--- config.mk ---
export PLATFORM = sky130hd
export DESIGN_NAME = sw_debounce_mode
export DESIGN_NICKNAME = d
export VERILOG_FILES = /design/src/rtl/sw_debounce_mode_pkg.sv /design/src/rtl/sw_debounce_mode_sync_2ff.sv /design/src/rtl/sw_debounce_mode.sv
export SDC_FILE = /design/constraint.sdc
export NUM_CORES = 1
export LEC_CHECK = 0
export CAP_MARGIN = 10
export CORE_MARGIN = 10
export CORE_UTILIZATION = 40
export CTS_CLUSTER_SIZE = 20
export DETAILED_ROUTE_END_ITERATION = 10
export DONT_BUFFER_PORTS = 1
export PLACE_DENSITY_LB_ADDON = 0.25
export SYNTH_ARGS = -nofsm -noshare
export SYNTH_HDL_FRONTEND = slang
export SYNTH_SLANG_ARGS = --single-unit
--- constraint.sdc ---
create_clock -name clk50M -period 2.1 [get_ports clk50M]
set_input_delay 0.42 -clock clk50M [delete_from_list [all_inputs] [get_ports clk50M]]
set_output_delay 0.42 -clock clk50M [all_outputs]
set_load 0.02 [all_outputs]
--- src/rtl/sw_debounce_mode_pkg.sv ---
// Shared definitions for the mode-switch conditioning path: FSM state
// encoding and the debounce interval defaults.
package sw_debounce_mode_pkg;

  // 2-bit state encoding; the values are fixed so the state register can be
  // read back from a debug port without a lookup table.
  typedef enum logic [1:0] {
    IDLE_LOW  = 2'd0,
    WAIT_HIGH = 2'd1,
    IDLE_HIGH = 2'd2,
    WAIT_LOW  = 2'd3
  } db_state_t;

  // 20 ms at 50 MHz.
  localparam int unsigned STABLE_CYCLES_DEFAULT = 1000000;
  localparam int unsigned CNT_W_DEFAULT         = 20;

  // Short interval for simulation so a debounce completes in a few cycles.
  localparam int unsigned STABLE_CYCLES_SIM     = 4;
  localparam int unsigned CNT_W_SIM             = 3;

endpackage

--- src/rtl/sw_debounce_mode_sync_2ff.sv ---
// Two-flop synchroniser for a single asynchronous level. Kept generic so the
// reset switch can reuse it.
module sync_2ff (
  input  logic clk,
  input  logic reset,
  input  logic d,
  output logic q
);

  logic meta;

  // Two back-to-back flops; only q may be used by downstream logic.
  always_ff @(posedge clk) begin
    if (reset) begin
      meta <= 1'b0;
      q    <= 1'b0;
    end else begin
      meta <= d;
      q    <= meta;
    end
  end

endmodule

--- src/rtl/sw_debounce_mode.sv ---
// Debounce for the `mode` slide switch feeding the LED sequencer.
// Synchronises sw_in, waits for STABLE_CYCLES consecutive cycles of a new
// level, then commits it to `mode` with a one-cycle edge pulse.
//
// state     | meaning
// ----------+-------------------------------------------------------------
// IDLE_LOW  | mode=0, synchronised input agrees, counter held at 0
// WAIT_HIGH | mode=0, input high, counting towards a rising commit
// IDLE_HIGH | mode=1, synchronised input agrees, counter held at 0
// WAIT_LOW  | mode=1, input low, counting towards a falling commit
module sw_debounce_mode
  import sw_debounce_mode_pkg::*;
#(
  parameter int unsigned STABLE_CYCLES = STABLE_CYCLES_DEFAULT,
  parameter int unsigned CNT_W         = CNT_W_DEFAULT
) (
  input  logic clk50M,
  input  logic reset,
  input  logic sw_in,
  output logic mode,
  output logic mode_rise,
  output logic mode_fall,
  output logic mode_toggle
);

  // The first differing cycle loads 1, so the commit lands on the
  // STABLE_CYCLES-th consecutive differing sample.
  localparam logic [CNT_W-1:0] CNT_ONE  = CNT_W'(1);
  localparam logic [CNT_W-1:0] CNT_LAST = CNT_W'(STABLE_CYCLES - 1);

  logic             sync2;
  db_state_t        state;
  logic [CNT_W-1:0] cnt;

  sync_2ff u_sync (
    .clk   (clk50M),
    .reset (reset),
    .d     (sw_in),
    .q     (sync2)
  );

  // Debounce FSM, stability counter and registered edge outputs.
  always_ff @(posedge clk50M) begin
    if (reset) begin
      state       <= IDLE_LOW;
      cnt         <= '0;
      mode        <= 1'b0;
      mode_rise   <= 1'b0;
      mode_fall   <= 1'b0;
      mode_toggle <= 1'b0;
    end else begin
      mode_rise <= 1'b0;
      mode_fall <= 1'b0;
      case (state)
        IDLE_LOW: begin
          if (sync2) begin
            state <= WAIT_HIGH;
            cnt   <= CNT_ONE;
          end
        end
        WAIT_HIGH: begin
          if (!sync2) begin
            // Glitch: back to the committed level, discard the count.
            state <= IDLE_LOW;
            cnt   <= '0;
          end else if (cnt == CNT_LAST) begin
            state       <= IDLE_HIGH;
            cnt         <= '0;
            mode        <= 1'b1;
            mode_rise   <= 1'b1;
            mode_toggle <= ~mode_toggle;
          end else begin
            cnt <= cnt + CNT_ONE;
          end
        end
        IDLE_HIGH: begin
          if (!sync2) begin
            state <= WAIT_LOW;
            cnt   <= CNT_ONE;
          end
        end
        WAIT_LOW: begin
          if (sync2) begin
            state <= IDLE_HIGH;
            cnt   <= '0;
          end else if (cnt == CNT_LAST) begin
            // Toggle only follows presses, so a release leaves it alone.
            state     <= IDLE_LOW;
            cnt       <= '0;
            mode      <= 1'b0;
            mode_fall <= 1'b1;
          end else begin
            cnt <= cnt + CNT_ONE;
          end
        end
        default: begin
          state <= IDLE_LOW;
          cnt   <= '0;
        end
      endcase
    end
  end

endmodule

==> flow_metrics.py <==
metrics = {
    "outcome": {
        "status": "completed",
    },
    "setup_path": {
        "critPathRequiredTime_ps": 2350,
        "critPathBufInv": 0,
        "max_stage_delay_ps": 510,
        "cp-end-kind": "register",
        "critical_path_class": "register to register",
        "worst-endpoint-arrival_ps": 2280,
        "path_cells": "or4b_4, nor4_4, a21oi_2, and4_1, a311o_1",
        "startpoint_type": "register",
        "crit_slowest_cell": "or4b_4",
        "cp_top_family": "simple AND/OR/NAND/NOR gates",
        "path_max_fanout": 5,
    },
    "logic_synthesis": {
        "synth-main-ff-cell": "dfxtp_1",
        "syn_inst": 162,
        "yosys_warnings": 0,
        "yosysUniqueCellTypes": 38,
        "synth_edf_count": 0,
        "post-synth-top-area-cell": "dfxtp_1",
        "syn_area_per_cell_um2": 8.635,
        "async_flop_share_pct": 0,
        "synth.area.top_cells": "dfxtp_1 40%, nand3_1 4.7%, a31oi_1 4.5%",
        "syn-num-nets": 166,
        "yosysTopAreaCellShare_pct": 40.07,
        "synth_area_um2": 1399,
        "yosysSeqAreaShare_pct": 40.07,
        "ys_ff_latch": 28,
    },
    "cells_and_area": {
        "syn_to_final_growth_pct": 12.97,
        "nets": 177,
        "stdcell_area_um2": 1580,
        "drive_above_1_share_pct": 16.86,
        "fillers": 340,
        "final_cells": 218,
        "diodes": 0,
    },
    "placement": {
        "hpwl_um": 2306,
        "placedCellCount": 214,
        "pre_cts_slack_ps": 73.88,
        "port_buffers": 0,
        "dpl_cell_area_um2": 1505,
        "place_congestion": 0.8821,
    },
    "cts": {
        "clkSinkCount": 28,
        "h-tree-depth": 1,
        "worstSkewPairLatency_ps": 340,
        "cts_tree": "yes",
        "clkTransAtPathRegs_ps": 150,
        "cts_buffers": 3,
        "cts_hold_buf": 0,
        "clockBufferDepth": 2,
        "cts-resized-gates": 0,
        "cts_setup_buffers": 0,
        "clockRootBuffer": "clkbuf_4",
    },
    "routing": {
        "drt-initial-drc-count": 70,
        "drt-vias-per-instance": 5.523,
        "vias": 1204,
        "drt_wl_total_um": 3077,
        "drtPass1Iterations": 4,
        "drc": 0,
        "post_drt_wl_per_cell_um": 14.11,
        "ant_nets": 0,
    },
    "floorplanning": {
        "die_x_um": 79.14,
        "dieArea_um2": 6262,
        "initial_core_util_pct": 41.59,
        "fp.coreArea_um2": 3363,
        "row_count": 21,
        "die_y_um": 79.14,
        "num_io_pins": 7,
    },
    "sta": {
        "setup_tns_ps": 0,
        "skew_ps": 1.711,
        "period_minus_slack_ps": 2038,
        "slew_viol_final": 0,
        "post-route-period-util_pct": 97.06,
        "final_hold_viol_count": 0,
        "tightest_slew_ps": 1138,
        "fmax_mhz": 490.6,
        "fin_ws_ps": 61.79,
        "setup_violations": 0,
        "slew-limit-headroom_pct": 23.53,
    },
    "global_routing": {
        "antenna_found_initial": 0,
        "grt_max_degree": 17,
        "grt_pass1_vias": 1138,
        "grt_first_pass_wirelength_um": 5237,
        "gr-usage-all-layers_pct": 10.09,
        "grt_overflow": 0,
    },
    "pwr": {
        "power_density_nw_per_um2": 589.3,
        "vdd_drop_max_v": 0.0003571,
        "p_leak_nw": 0.5700,
        "power.total_mw": 0.9312,
    },
    "min_path": {
        "hold_path_class": "input port to register",
    },
    "job": {
        "cap_violations": 0,
    },
}
-- per-stage QoR --
stage	util (%)	hold slack (ps)
finish	46.99	125.2
global route	46.99	97.46
CTS	46.32	117.3
detailed placement	44.75	438.4
global placement	44.75	427.7
floorplan	-	413.8
-- routing by layer --
metal  routed length [µm]  global-route usage (%)
met5                    0                       0
met4                   42                   3.405
met1                 1520                   12.73
met2                 1405                   16.15
met3                  108                   2.703
-- sequential cells by signal, summed over array words and instances, names as in the netlist, named ones only --
| signal | count |
|---|---|
| mode_toggle | 1 |
| u_sync.meta | 1 |
| u_sync.q | 1 |
| mode_rise | 1 |
| cnt | 20 |
| mode | 1 |
| mode_fall | 1 |
| state | 1 |
-- cell usage in the layout, fill, tap and decap left out, types with 4 or more instances in the layout --
cell      n
o21ai_0   4
a21oi_1  12
dfxtp_1  28
inv_1     5
nand2_1  13
nand3_1  13
nor3_1    4
and3_1    5
nand4_1   6
a21oi_2   5
buf_4    12
o21ai_1   4
a31oi_1  10
nor2_1   11
-- cell type report --
type	instances	area (µm²)	area share, %
clock buffer	3	22.52	1.425
clock inverter	1	30.03	1.900
inverter	5	18.77	1.188
multi-input combinational	123	800.8	50.67
sequential	28	560.5	35.47
tap	46	57.56	3.642
timing repair buffer	12	90.09	5.701
-- synthesized netlist by cell type, drive strengths merged, types with 2 or more instances --
| cell | count |
|---|---|
| nor2b | 2 |
| a21o | 2 |
| and3 | 5 |
| a211oi | 2 |
| xor2 | 3 |
| nor4 | 4 |
| nor4b | 2 |
| nand3 | 13 |
| or3 | 2 |
| mux2i | 3 |
| o21ai | 8 |
| a31oi | 10 |
| dfxtp | 28 |
| nand4 | 6 |
| nand2b | 3 |
| nor2 | 11 |
| clkbuf | 2 |
| or4b | 2 |
| a22o | 3 |
| a21oi | 17 |
| nand2 | 13 |
| nor3 | 4 |
| inv | 5 |
| buf | 4 |
-- report_power, final --
group	internal, mW	switching [mW]
registers	0.537	0.00679
logic	0.0111	0.0180
clock network	0.193	0.165
-- kinds of logic (layout without fill, tap and decap cells) --
kind of cell	count (synthesis)	in the layout	share of synthesized area (%)
xor gates and xnor gates	4	4	2.505
muxes	3	3	2.147
AOI/OAI and AO/OA	44	44	20.04
buffers and inverters	11	21	4.650
and+or+nand+nor	71	71	29.70
adders and majority gates	1	1	0.8943
DFF	28	28	40.07
-- worst paths after layout --
path                                 end   startpoint  depth (start not counted)  slack, ps
worst max-delay path             cnt[18]       cnt[9]                          5         60
worst min-delay path                mode        reset                          1        130
worst max register to register   cnt[18]       cnt[9]                          5         60
worst min register to register  u_sync.q  u_sync.meta                          1        460
Note: power is estimated with default switching activity, not from simulation.
